--- src/rtl/imem_loader.sv ---
// imem_loader: assembles a little-endian byte stream into 32-bit words for the instruction-memory write port.
// Optional build macro: IMEM_LOADER_CHECKSUM_EN adds a trailing 8-bit XOR checksum byte per load.
module imem_loader #(
  parameter int ADDR_W      = 10,
  parameter int LANE_B_BASE = 512,
  parameter int MAX_WORDS   = 512
) (
  input  logic              clk,
  input  logic              rst,
  input  logic              start,
  input  logic              lane_sel,
  input  logic              in_valid,
  input  logic [7:0]        in_data,
  output logic              in_ready,
  output logic              mem_we,
  output logic [ADDR_W-1:0] mem_addr,
  output logic [31:0]       mem_wdata,
  output logic              cpu_hold,
  output logic              done,
  output logic              error
);

  typedef enum logic [2:0] {
    IDLE,
    LEN,
    DATA,
`ifdef IMEM_LOADER_CHECKSUM_EN
    CSUM,
`endif
    DONE,
    ERR
  } state_t;

  // State entered once the payload has been consumed (or was empty).
`ifdef IMEM_LOADER_CHECKSUM_EN
  localparam state_t POST_DATA = CSUM;
`else
  localparam state_t POST_DATA = DONE;
`endif

  state_t            state, stateNext;
  logic              laneB;
  logic [1:0]        byteCnt;
  logic [7:0]        lenLo;
  logic [23:0]       partial;
  logic [15:0]       wordIdx;
  logic [15:0]       nWords;
`ifdef IMEM_LOADER_CHECKSUM_EN
  logic [7:0]        csum;
`endif

  logic              accept;
  logic              startOk;
  logic              lenLast;
  logic              wordLast;
  logic              lastWord;
  logic [15:0]       lenWord;
  logic [ADDR_W-1:0] baseAddr;

  // Ready in every in-load state (including ERR, which drains); never mid-load back-pressure.
  assign in_ready = (state != IDLE) && (state != DONE);
  assign cpu_hold = in_ready;
  assign done     = (state == DONE);
  assign error    = (state == ERR);

  assign accept   = in_valid && in_ready;
  assign startOk  = start && ((state == IDLE) || (state == DONE) || (state == ERR));
  assign lenWord  = {in_data, lenLo};
  assign lenLast  = (state == LEN) && accept && byteCnt[0];
  assign wordLast = (state == DATA) && accept && (byteCnt == 2'd3);
  assign lastWord = ((wordIdx + 16'd1) == nWords);
  assign baseAddr = laneB ? ADDR_W'(LANE_B_BASE) : '0;

  always_ff @(posedge clk or posedge rst) begin
    if (rst) state <= IDLE;
    else     state <= stateNext;
  end

  always_comb begin
    // NOTE: default assigned first so every path drives stateNext and no latch is inferred.
    stateNext = state;
    if (startOk) begin
      stateNext = LEN;
    end else begin
      case (state)
        LEN: begin
          if (lenLast) begin
            if (lenWord > 16'(MAX_WORDS)) stateNext = ERR;
            else if (lenWord == 16'd0)    stateNext = POST_DATA;
            else                          stateNext = DATA;
          end
        end
        DATA: begin
          if (wordLast && lastWord) stateNext = POST_DATA;
        end
`ifdef IMEM_LOADER_CHECKSUM_EN
        CSUM: begin
          if (accept) stateNext = (in_data == csum) ? DONE : ERR;
        end
`endif
        default: ;
      endcase
    end
  end

  always_ff @(posedge clk or posedge rst) begin
    if (rst) begin
      laneB     <= 1'b0;
      byteCnt   <= '0;
      lenLo     <= '0;
      partial   <= '0;
      wordIdx   <= '0;
      nWords    <= '0;
      mem_we    <= 1'b0;
      mem_addr  <= '0;
      mem_wdata <= '0;
`ifdef IMEM_LOADER_CHECKSUM_EN
      csum      <= '0;
`endif
    end else begin
      // NOTE: non-blocking only in clocked blocks, so every register samples pre-edge values.
      mem_we <= 1'b0;
      if (startOk) begin
        laneB   <= lane_sel;
        byteCnt <= '0;
        wordIdx <= '0;
        nWords  <= '0;
`ifdef IMEM_LOADER_CHECKSUM_EN
        csum    <= '0;
`endif
      end else if (accept && (state == LEN)) begin
        if (!byteCnt[0]) begin
          lenLo   <= in_data;
          byteCnt <= 2'd1;
        end else begin
          nWords  <= lenWord;
          byteCnt <= 2'd0;
        end
      end else if (accept && (state == DATA)) begin
        byteCnt <= byteCnt + 2'd1;
`ifdef IMEM_LOADER_CHECKSUM_EN
        csum    <= csum ^ in_data;
`endif
        // The fourth byte completes the word; mem_addr/mem_wdata otherwise hold.
        if (byteCnt == 2'd3) begin
          mem_we    <= 1'b1;
          mem_addr  <= baseAddr + wordIdx[ADDR_W-1:0];
          mem_wdata <= {in_data, partial};
          wordIdx   <= wordIdx + 16'd1;
        end else begin
          partial[{byteCnt, 3'b000} +: 8] <= in_data;
        end
      end
    end
  end

endmodule
--- config.mk ---
export PLATFORM = sky130hd
export DESIGN_NAME = imem_loader
export DESIGN_NICKNAME = d
export VERILOG_FILES = /design/src/rtl/imem_loader.sv
export SDC_FILE = /design/constraint.sdc
export NUM_CORES = 1
export LEC_CHECK = 0
export ABC_AREA = 1
export CORE_MARGIN = 2
export CORE_UTILIZATION = 43
export DETAILED_ROUTE_END_ITERATION = 16
export DONT_BUFFER_PORTS = 1
export PLACE_DENSITY_LB_ADDON = 0.25
export SYNTH_ARGS = -nofsm -noshare
export SYNTH_HDL_FRONTEND = slang
export SYNTH_SLANG_ARGS = --single-unit
--- constraint.sdc ---
create_clock -name clk -period 4 [get_ports clk]
set_input_delay 0.6 -clock clk [delete_from_list [all_inputs] [get_ports clk]]
set_output_delay 0.6 -clock clk [all_outputs]
set_load 0.05 [all_outputs]
==> Word level (Yosys, flattened, before mapping) <==
Index checks and enable logic that the tools add are counted.
{ "totals": {"romBits": 0, "word_cells": 79, "out_inout_bits": 47, "latchBits": 0, "mem_count": 0, "register_bits": 113, "input_bits": 13, "ram_bits": 0} }
{ "op_classes": {"bitwise": 4, "n_addsub": 4, "n_div": 0, "eq_ne": 10, "reduce_logical": 25, "mul": 0, "n_mux": 23, "n_lt_le_gt_ge": 1, "n_shift": 2} }
{ "op_table": {"columns": ["op", "count"], "rows": [
  ["$mux 16", 7],
  ["$bwmux 24", 1],
  ["$shift 8x7->24 const A", 1],
  ["$shiftx 8x7->24", 1],
  ["$add 16x1->16 const B", 1],
  ["$eq 16x16->1", 1],
  ["$gt 16x10->1 const B", 1],
  ["$logic_not 16->1", 1],
  ["$mux 3", 4],
  ["$add 10x10->10", 1],
  ["$mux 10", 1],
  ["$reduce_and 3->1", 3],
  ["$reduce_bool 3->1", 3],
  ["$logic_and 1x1->1", 8],
  ["$reduce_and 4->1", 2],
  ["$reduce_bool 2->1", 4],
  ["$neg 5->7", 1],
  ["$eq 3x2->1 const B", 2],
  ["$mux 1", 6],
  ["$mux 2", 3],
  ["$ne 3x2->1 const B", 2],
  ["$pmux 3 s2", 1],
  ["$not 1->1", 4],
  ["$eq 3x1->1 const B", 1],
  ["other kinds (8)", 9]
]} }

==> Logic depth before layout (Yosys ltp) <==
Gate-level depths: netlist of run 1.
{ "logic_depth": {"ltp_word": 9, "depth_mapped": 16, "depth_no_buf": 16} }

==> Worst setup path after synthesis of run 1 <==
OpenSTA, ideal clock, no wires.
{ "synth_path": {"path_kind": "register -> output", "startpoint": "reg state[2]", "endpoint": "out in_ready", "arrival_ns": 2.355, "path_buffers": 1, "setup_slack_ns": 1.045, "path_stages_with_launch": 6, "required_ns": 3.400, "path_cell_list": "dfrtp_1 -> nor3_1 -> inv_1 -> o21ai_1 -> inv_1 -> buf_4"} }
{ "synth_between": {"elab_chain_len": 2, "elab_cells_between_ends": 3, "cone_classes": "eq/ne: 1; reduce/logical: 2"} }
{ "synth_rtl": {"columns": ["item", "line", "source"], "rows": [
  ["start: declaration", "41", "state_t state, stateNext;"],
  ["start signal: assignment", "76", "else state <= stateNext;"],
  ["$ne 3x2->1 / $reduce_bool 3->1 (equally long branches)", "61", "assign in_ready = (state != IDLE) && (state != DONE);"],
  ["$logic_and 1x1->1 *", "61", null],
  ["end: declaration", "14", "output logic in_ready,"]
]} }
Mark *: on every way between the ends. The rest lies on a longest branch, timed or not.

==> Worst setup path in the final report of run 1 <==
{ "layout_path": {"startpoint": "reg state[0]", "endpoint": "out in_ready"} }
Same word-level chain as after synthesis.

==> results by group, run 1 <==
Synth
  – Synth cell types: 30
  – Yosys reg bits: 113
  – Cells after synthesis: 614
  – Synthesized area: 0.005211 mm²
  – Top post-synthesis cells by area: dfrtp_1, nand2_1, o21ai_0
  – Top FF cell, synth: dfrtp_1
  – Post-synth top area share: 54.26%
  – Synth area leader: dfrtp_1
  – Yosys Warn Count: 0
  – Asr flop ratio synth: 100.0%
  – Register area share after synthesis: 54.26%
  – Avg Inst Size Synth: 8.487 µm²
  – Post-synth EDFFs: 0
  – Post-Syn Nets: 633

Min path
  – Worst hold path class: input pin to asynchronous set/reset pin

CTS
  – Clk_lat worst skew: 0.41 ns
  – Htree depth: 4
  – Reg clk slew, reported paths: 0.06 ns
  – Hold Buf Count CTS: 0
  – Post-CTS Resized: 0
  – Sink Count: 113
  – Setup bufs post-CTS: 0
  – Root buf cell: clkbuf_16
  – Longest Clk Path Bufs: 2
  – Cts bufs inserted: 17
  – TritonCTS clock tree: yes

GRT
  – Overflow after GRT: 0
  – Vias in the first global route: 3936
  – First-pass GRT wire length: 19750 µm
  – Initial antenna violation count: 0
  – Largest net degree at the start of global routing: 70
  – GRT Total Usage: 19.68%

Routing
  – Final ANT Viol Nets: 0
  – 1st-iter DRT viols: 324
  – Vias: 4079
  – DRC viols: 0
  – DRT Pass-1 Iters: 5
  – Vias per cell: 5.243
  – Post-DR wirelength/cell: 15.44 µm
  – Total wire length: 12010 µm

Cells and area
  – Final Instance Area: 0.005998 mm²
  – Layout net count: 637
  – Share of layout cells above drive strength 1: 8.716%
  – Number of diodes: 0
  – Synth-to-Final Area Change: 15.10%

Floorplanning
  – Initial Utilization: 43.75%
  – Die W: 114.1 µm
  – Die Y-Extent: 114.1 µm
  – Cell Rows: 40
  – I/O Pins: 60
  – Die area: 0.01302 mm²
  – Core area: 0.01191 mm²

Setup path
  – CP Max Fanout: 4
  – Worst Path Required: 3.40 ns
  – CP startpoint kind: flop
  – Crit path DAT: 1.96 ns
  – CP Class: flop to output port
  – Crit. End Element: output port

STA
  – Max Slew Vio Count: 0
  – Worst-Margin Slew: 1.048 ns
  – Total negative slack: 0 ns
  – Fin. Hold Viols: 0
  – Minimum clock period: 2.564 ns
  – Fmax achieved: 390.0 MHz
  – Setup Viol. Count Final: 0
  – Slew HR: 30.14%
  – Unrepaired setup endpoints after global routing: false
  – Tcrit/Tclk final: 64.10%
  – Clock skew: 0.009271 ns

Outcome
  – Outcome: complete, no violations

Power and ir drop
  – Peak VDD IR: 0.3005 mV
  – Static Leak: 2.799 nW
  – Pwr Density: 641.5 mW/mm²

Place
  – Placement Cell Area: 0.005355 mm²
  – HPWL after DPL: 8496 µm
  – RD Place Congestion: 0.8535
  – IO Port Bufs: 0

Run
  – Count of max-cap constraint violations: 0
[worst paths after layout]
kind	endpoint	slack [ns]	depth (start not counted)	start
worst max register to register	wordIdx[11]	1.61	6	state[2]
min in group clk	laneB	0.31	2	lane_sel
worst max-delay path	in_ready	1.44	6	state[0]
worst min-delay path	partial[21]	0.25	1	rst
worst min register to register	mem_wdata[6]	0.51	2	partial[6]
max in group asynchronous	nWords[2]	2.90	2	rst
[per-layer routing]
layer	share of wire [%]	GRT usage [%]	vias up
li1	-	-	2016
met1	44	24.89	1925
met2	48	31.83	115
met3	6.2	5.506	23
met4	2.2	8.455	0
met5	0	0	-
[power breakdown]
part	internal, W	total [W]	switching [W]
combinational	0.000230	0.000752	0.000521
clock	0.00110	0.00163	0.000525
sequential	0.00134	0.00147	0.000130
total	0.00267	0.00385	0.00118
[metrics by stage]
| stage | instances | total power (W) | hold WS [ns] | setup WS [ns] | util (%) |
|---|---|---|---|---|---|
| after detailed placement | 746 | 0.002234 | 0.5019 | 1.613 | 44.96 |
| after global routing | 778 | 0.004053 | 0.2985 | 1.318 | 50.36 |
| after CTS | 778 | 0.003879 | 0.2755 | 1.407 | 50.36 |
| after floorplan | 614 | 0.002066 | 0.4641 | 0.4126 | - |
| final | 778 | 0.003848 | 0.2477 | 1.436 | 50.36 |
| after global placement | 746 | 0.002218 | 0.4828 | 1.723 | 44.96 |
[cell type report]
cell class	instances	area, µm²
fillers	1124	5913
multi-input cells	392	1966
clock inverters	14	214.0
well taps	147	183.9
clock buffers	18	429.2
flip-flops and latches	113	2828
repair buffers	6	45.04
inverters	88	332.8
[state kept, by name, summed over array words and instances (netlist names)]
signal	count
byteCnt	2
laneB	1
lenLo	8
mem_addr	10
mem_wdata	32
mem_we	1
nWords	16
partial	24
state	3
wordIdx	16
[cell usage in the layout (no fill, tap or decap), types with 2 or more instances in the layout]
master | Yosys | routed
nand2_1 | 125 | 125
dfrtp_1 | 113 | 113
inv_1 | 85 | 84
o21ai_0 | 79 | 79
nand3_1 | 74 | 74
nor2_1 | 31 | 31
o21ai_1 | 23 | 23
clkbuf_16 | 0 | 17
nand4_1 | 13 | 13
o22ai_1 | 10 | 10
ha_1 | 6 | 6
clkinvlp_4 | 0 | 6
buf_4 | 1 | 6
nor2_2 | 5 | 5
bufinv_16 | 0 | 5
xor2_1 | 4 | 4
nor3_1 | 4 | 3
inv_2 | 3 | 3
xnor3_1 | 3 | 3
nand2_2 | 2 | 2
o21ai_2 | 2 | 2
nor4_1 | 2 | 2
clkinv_2 | 0 | 2
[critical path, cell delays in order, from the launching register on]
cell and delay (ns):
dfrtp_1 0.40, inv_1 0.13, nor3_2 0.06, buf_4 0.20
inv_1 0.06, o21ai_1 0.08, inv_1 0.62
[cells by family after synthesis]
| kind of cell | Yosys count | share of synthesized area, % |
|---|---|---|
| simple gates | 261 | 22.35 |
| compound gates | 117 | 11.69 |
| flops | 113 | 54.26 |
| buf+inv | 109 | 8.115 |
| xor+xnor | 8 | 2.137 |
| fa+ha+maj | 6 | 1.441 |
[synth_stat cells (all sizes together) (5+ instances only)]
master and count:
nand4 13, dfrtp 113, clkbuf 12, nand3 75, o21ai 104, ha 6, nor3 5, o22ai 10
nor2 37, buf 9, inv 88, nand2 127
(Power assumes the default switching activity.)
==> run 2, diff against run 1 <==
ABC_AREA = 0   (was 1)
clock period = 2.1 ns   (was 4 ns; I/O delays follow)
==> run 2 against run 1 <==
Sequential cell count did not move. Non-clock buffer count is 27 higher. Cell count increased by 3.7%. Worst hold slack got worse by 0.24 ns. Via count grew 4.0%. Critical endpoint is now cpu_hold.
==> results by group, run 2 <==
Outcome
  – Outcome: complete, no violations (unchanged)

Synth
  – Top FF cell, synth: dfrtp_1 (unchanged)
  – Asr flop ratio synth: 100.0% (unchanged)
  – Top post-synthesis cells by area: dfrtp_1, nand2_1, o21ai_0 (unchanged)
  – Most instantiated library cell after synthesis: nand2_1 (unchanged)
  – Post-synth top area share: 52.56% (was 54.26%)
  – Yosys Warn Count: 0 (unchanged)
  – Synthesized area: 0.005380 mm² (was 0.005211 mm²)
  – Synth area leader: dfrtp_1 (unchanged)
  – Post-Syn Nets: 627 (was 633)
  – Commonest cells post-synth: nand2_1, dfrtp_1, o21ai_0 (was nand2_1, dfrtp_1, inv_1)
  – Post-synth EDFFs: 0 (unchanged)
  – Cells after synthesis: 608 (was 614)
  – Register area share after synthesis: 52.56% (was 54.26%)
  – Synth cell types: 51 (was 30)
  – Avg Inst Size Synth: 8.849 µm² (was 8.487 µm²)
  – Yosys reg bits: 113 (unchanged)

Setup path
  – Slowest stage cell, crit path: or3_4 (was inv_1)
  – Crit path DAT: 1.68 ns (was 1.96 ns)
  – CP startpoint kind: flop (unchanged)
  – Reg2reg setup slack: 0.13 ns (was 1.61 ns)
  – Worst Path Required: 1.78 ns (was 3.40 ns)
  – Max stage delay on crit path: 0.39 ns (was 0.62 ns)
  – Top delay family on crit path: simple AND/OR/NAND/NOR gates (was buffers and inverters)
  – CP Class: flop to output port (unchanged)
  – Crit path buffers/inverters: 3 (was 4)
  – CP Cell Sequence: buf_4 > inv_2 > nor2_1 > or3_4 > buf_8 (was inv_1 > nor3_2 > buf_4 > inv_1 > o21ai_1 > inv_1)
  – Worst setup startpoint: state[1] (was state[0])
  – FF-to-FF Start: wordIdx[0] (was state[2])
  – Worst r2r dst: state[0] (was wordIdx[11])
  – Worst setup endpoint: cpu_hold (was in_ready)
  – CP Max Fanout: 6 (was 4)
  – Worst path depth: 5 (was 6)
  – Worst R2R Path Depth: 7 (was 6)
  – Crit. End Element: output port (unchanged)

STA
  – Setup Viol. Count Final: 0 (unchanged)
  – Fin. Hold Viols: 0 (unchanged)
  – Clock skew: 0.01152 ns (was 0.009271 ns)
  – Slew HR: 57.01% (was 30.14%)
  – Minimum clock period: 1.991 ns
  – Fmax achieved: 502.2 MHz
  – Max Slew Vio Count: 0 (unchanged)
  – Worst-Margin Slew: 0.6436 ns (was 1.048 ns)
  – Tcrit/Tclk final: 94.81%

GRT
  – GRT Total Usage: 21.27% (was 19.68%)
  – Initial antenna violation count: 0 (unchanged)
  – Overflow after GRT: 0 (unchanged)
  – Vias in the first global route: 4211 (was 3936)
  – Largest net degree at the start of global routing: 61 (was 70)
  – First-pass GRT wire length: 21630 µm (was 19750 µm)

CTS
  – Htree depth: 4 (unchanged)
  – Root buf cell: clkbuf_16 (unchanged)
  – Cts bufs inserted: 17 (unchanged)
  – Setup bufs post-CTS: 0 (unchanged)
  – Reg clk slew, reported paths: 0.05 ns (was 0.06 ns)
  – Clk_lat worst skew: 0.42 ns (was 0.41 ns)
  – TritonCTS clock tree: yes (unchanged)
  – Longest Clk Path Bufs: 2 (unchanged)
  – Sink Count: 113 (unchanged)

Run
  – Count of max-cap constraint violations: 0 (unchanged)

Place
  – Placed insts: 771 (was 746)
  – RD Place Congestion: 0.8800 (was 0.8535)
  – HPWL after DPL: 8848 µm (was 8496 µm)
  – IO Port Bufs: 0 (unchanged)

Routing
  – Vias: 4241 (was 4079)
  – Post-DR wirelength/cell: 16.15 µm (was 15.44 µm)
  – Vias per cell: 5.255 (was 5.243)
  – Final ANT Viol Nets: 0 (unchanged)
  – DRT Pass-1 Iters: 5 (unchanged)
  – DRC viols: 0 (unchanged)
  – Total wire length: 13040 µm (was 12010 µm)
  – 1st-iter DRT viols: 192 (was 324)

Power and ir drop
  – Static Leak: 2.997 nW (was 2.799 nW)
  – Pwr Density: 1104 mW/mm² (was 641.5 mW/mm²)
  – Peak VDD IR: 0.5595 mV (was 0.3005 mV)

Min path
  – Worst hold path class: input pin to flop (was input pin to asynchronous set/reset pin)

Cells and area
  – Biggest registers after layout: mem_wdata: 32 flops, partial: 24 flops (unchanged)
  – Share of layout cells above drive strength 1: 13.62% (was 8.716%)
  – Most common cell after layout, fill and taps aside: nand2_1 (unchanged)
  – Post-Layout Cell Count: 807 (was 778)
  – Fillers: 1141 (was 1124)
  – Synth-to-Final Area Change: 18.49% (was 15.10%)
  – Max FFs per register: 32 (unchanged)
  – Final core utilization: 52.63% (was 50.36%)
  – Number of diodes: 0 (unchanged)
  – Most frequent cells in the layout: nand2_1, dfrtp_1, o21ai_0 (was nand2_1, dfrtp_1, inv_1)
  – Biggest register: mem_wdata (unchanged)
  – Layout net count: 646 (was 637)

Floorplanning
  – Die Y-Extent: 115.9 µm (was 114.1 µm)
  – Core area: 0.01211 mm² (was 0.01191 mm²)
  – Die area: 0.01342 mm² (was 0.01302 mm²)
  – Die W: 115.9 µm (was 114.1 µm)
  – Initial Utilization: 44.42% (was 43.75%)
  – I/O Pins: 60 (unchanged)
  – Cell Rows: 40 (unchanged)
[run 2: how the worst min path moves through the flow]
stage / startpoint / to / slack, ns / depth (start not counted)
after floorplan: in_data[0] / mem_wdata[24] / 0.42 / 2
after global placement: rst / mem_wdata[0] / 0.29 / 1
after detailed placement: rst / mem_wdata[0] / 0.31 / 1
after CTS: in_data[3] / mem_wdata[27] / 0.0006 / 2
after global routing: in_data[3] / mem_wdata[27] / 0.009 / 2
final: in_data[3] / mem_wdata[27] / 0.006 / 2
[run 2: where the power goes]
group          internal, W  leakage (nW)  switching [W]  total [W]
logic             0.000616          1.18       0.000780    0.00140
registers          0.00247          1.53       0.000289    0.00276
clock network      0.00192         0.286       0.000971    0.00289
total              0.00500          3.00        0.00204    0.00704
[run 2: cells by family after synthesis]
group / synth area share, %
flops: 52.56
simple gates: 25.42
xor+xnor: 3.093
fa+ha+maj: 1.395
buf+inv: 4.046
mux: 2.628
compound gates: 10.86
[run 2: routing by layer]
metal	vias to the layer above	part of all wire (%)	GRT usage, %
met5	-	0	0
met4	0	0.95	7.143
met3	12	7.9	7.688
met2	126	45	32.24
met1	2046	46	28.48
li1	2057	-	-
[run 2: timing repair]
action,CTS,global route
endpoints found under the setup margin,2,4
hold buffers,4,1
endpoints found under the hold margin,28,1
gates resized for setup,3,15
[run 2: cell type report]
cell class,count,area [µm²],area share (%)
Inverter,10,41.29,0.6477
Clock inverter,9,132.6,2.080
Multi-Input combinational cell,452,2397,37.61
Clock buffer,22,464.2,7.282
Tap cell,168,210.2,3.297
Sequential cell,113,2833,44.44
Timing Repair Buffer,33,296.5,4.652
[run 2: stage by stage]
step / power [W] / worst slack (ns) / instance area, µm² / hold slack (ns) / setup TNS [ns]
floorplan: 0.003766 / 0.1823 / 5384 / 0.4204 / 0
global placement: 0.004103 / 0.02143 / 5652 / 0.2929 / 0
detailed placement: 0.004141 / -0.005077 / 5652 / 0.3078 / -0.005077
CTS: 0.007062 / 0.01295 / 6309 / 0.0006346 / 0
global route: 0.007425 / -0.01755 / 6375 / 0.009200 / -0.01755
finish: 0.007039 / 0.1089 / 6375 / 0.006250 / 0
==> run 3, diff against run 2 <==
CORE_UTILIZATION = 57   (was 43)
==> run 3 against run 2 <==
Design area is 0.90% lower. Worst hold slack better by 0.036 ns. Via count is 3.6% higher. Critical path depth is 1 lower. First-iteration DRC count is 59% higher. Sequential cell count stayed put. Critical endpoint unchanged. Non-clock buffer count is 2 higher. Clock power hardly changed. Register-to-register slack worse by 0.03 ns. Sequential power hardly changed. Core utilization is 16 points higher. Global-route usage is 7.9 points higher.
==> results by group, run 3 (synthesized netlist as in run 2, its figures left out) <==
Routing
  – Total wire length: 13820 µm (was 13040 µm)
  – DRT Pass-1 Iters: 5 (unchanged)
  – 1st-iter DRT viols: 305 (was 192)
  – Vias per cell: 5.833 (was 5.255)
  – Vias: 4392 (was 4241)
  – Post-DR wirelength/cell: 18.36 µm (was 16.15 µm)
  – Final ANT Viol Nets: 0 (unchanged)
  – DRC viols: 0 (unchanged)

STA
  – Fmax achieved: 497.0 MHz (was 502.2 MHz)
  – Slew HR: 54.69% (was 57.01%)
  – Minimum clock period: 2.012 ns (was 1.991 ns)
  – Max Slew Vio Count: 0 (unchanged)
  – Tcrit/Tclk final: 95.82% (was 94.81%)
  – Worst-Margin Slew: 0.6782 ns (was 0.6436 ns)
  – Unrepaired setup endpoints after global routing: true
  – Worst Setup Slack, final: 0.08781 ns (was 0.1089 ns)
  – Fin. Hold Viols: 0 (unchanged)
  – Setup Viol. Count Final: 0 (unchanged)
  – Clock skew: 0.009491 ns (was 0.01152 ns)

Setup path
  – Worst Path Required: 1.78 ns (about the same)
  – Crit. End Element: output port (unchanged)
  – Crit path DAT: 1.70 ns (was 1.68 ns)
  – CP Class: flop to output port (unchanged)
  – CP Max Fanout: 7 (was 6)
  – FF-to-FF Start: wordIdx[1] (was wordIdx[0])
  – CP startpoint kind: flop (unchanged)
  – Worst setup startpoint: state[0] (was state[1])

Cells and area
  – Synth-to-Final Area Change: 17.42% (was 18.49%)
  – Share of layout cells above drive strength 1: 13.86% (was 13.62%)
  – Most frequent cells in the layout: nand2_1, dfrtp_1, o21ai_0 (unchanged)
  – Number of diodes: 0 (unchanged)
  – Final core utilization: 68.69% (was 52.63%)
  – Biggest register: mem_wdata (unchanged)
  – Final Instance Area: 0.006317 mm² (was 0.006375 mm²)
  – Max FFs per register: 32 (unchanged)
  – Most common cell after layout, fill and taps aside: nand2_1 (unchanged)
  – Biggest registers after layout: mem_wdata: 32 flops, partial: 24 flops (unchanged)
  – Layout net count: 648 (was 646)

Outcome
  – Outcome: complete, no violations (unchanged)

GRT
  – First-pass GRT wire length: 22670 µm (was 21630 µm)
  – GRT Total Usage: 29.19% (was 21.27%)
  – Initial antenna violation count: 0 (unchanged)
  – Largest net degree at the start of global routing: 61 (unchanged)
  – Overflow after GRT: 0 (unchanged)
  – Vias in the first global route: 4319 (was 4211)

CTS
  – Sink Count: 113 (unchanged)
  – Root buf cell: clkbuf_8 (was clkbuf_16)
  – Clk_lat worst skew: 0.52 ns (was 0.42 ns)
  – Htree depth: 4 (unchanged)
  – Longest Clk Path Bufs: 2 (unchanged)
  – Cts bufs inserted: 17 (unchanged)
  – TritonCTS clock tree: yes (unchanged)
  – Reg clk slew, reported paths: 0.06 ns (was 0.05 ns)
  – Setup bufs post-CTS: 0 (unchanged)

Floorplanning
  – Initial Utilization: 58.50% (was 44.42%)
  – I/O Pins: 60 (unchanged)
  – Die area: 0.01023 mm² (was 0.01342 mm²)
  – Cell Rows: 35 (was 40)
  – Die W: 101.2 µm (was 115.9 µm)
  – Core area: 0.009196 mm² (was 0.01211 mm²)
  – Die Y-Extent: 101.2 µm (was 115.9 µm)

Place
  – IO Port Bufs: 0 (unchanged)
  – Pre-CTS setup slack: -0.01549 ns (was -0.005077 ns)
  – RD Place Congestion: 0.8905 (was 0.8800)
  – HPWL after DPL: 8733 µm (was 8848 µm)
  – Placement Cell Area: 0.005570 mm² (was 0.005652 mm²)

Power and ir drop
  – Pwr Density: 1132 mW/mm² (was 1104 mW/mm²)
  – Static Leak: 3.008 nW (was 2.997 nW)
  – Total Power: 0.007150 W (was 0.007039 W)
  – Peak VDD IR: 0.7314 mV (was 0.5595 mV)

Min path
  – Worst hold path class: input pin to flop (unchanged)
  – Min-delay src: in_data[1] (was in_data[3])

Run
  – Count of max-cap constraint violations: 0 (unchanged)
-- run 3: path summary, 6_finish.rpt --
| kind | endpoint | slack [ns] | depth (start not counted) |
|---|---|---|---|
| worst max-delay path | cpu_hold | 0.09 | 4 |
| worst min-delay path | state[1] | 0.04 | 3 |
| worst max register to register | state[0] | 0.10 | 7 |
| worst min register to register | mem_wdata[5] | 0.46 | 2 |
| max in group asynchronous | state[0] | 1.06 | 3 |
| min in group asynchronous | partial[6] | 0.38 | 2 |
-- run 3: cell type report --
class / count / area, µm²
sequential: 113 / 2834
multi-input combinational: 452 / 2375
timing repair buffer: 35 / 332.8
fill: 714 / 2879
inverter: 10 / 41.29
tap: 111 / 138.9
clock inverter: 14 / 177.7
clock buffer: 18 / 417.9
-- run 3: per-stage QoR --
step / instances / hold WS [ns] / setup TNS (ns)
6_report: 753 / 0.04199 / 0
5_1_grt: 753 / 0.05491 / -0.01783
3_3_place_gp: 711 / 0.3019 / -0.004761
3_5_place_dp: 711 / 0.3160 / -0.01549
2_1_floorplan: 608 / 0.4204 / 0
4_1_cts: 753 / 0.02271 / 0
-- run 3: repair_timing --
item	CTS	global route
gates resized for setup	6	12
hold endpoints to repair	76	0
cloned	0	0
setup endpoints to repair	14	5
pin swaps	0	3
hold buffers	10	0
-- run 3: worst max-delay path, cell delays in order, from the launching register on --
cell and delay [ns]:
dfrtp_2 0.42, buf_4 0.14, nor2_1 0.06, or3_1 0.37, buf_6 0.20
-- run 3: layer usage --
layer / up-vias / global-route usage [%] / wire length [µm] / share of wire [%]
li1: 2065 / - / - / -
met1: 2103 / 40.17 / 5910 / 43
met2: 202 / 45.13 / 6409 / 46
met3: 22 / 8.972 / 1270 / 9.2
met4: 0 / 8.524 / 232 / 1.7
met5: - / 0 / 0 / 0
-- run 3: power by group --
group          internal (W)  total, W  switching [W]  leakage [nW]
clock               0.00182   0.00290        0.00108         0.291
combinational      0.000637   0.00149       0.000854          1.19
sequential          0.00247   0.00276       0.000291          1.53
total               0.00493   0.00715        0.00223          3.01
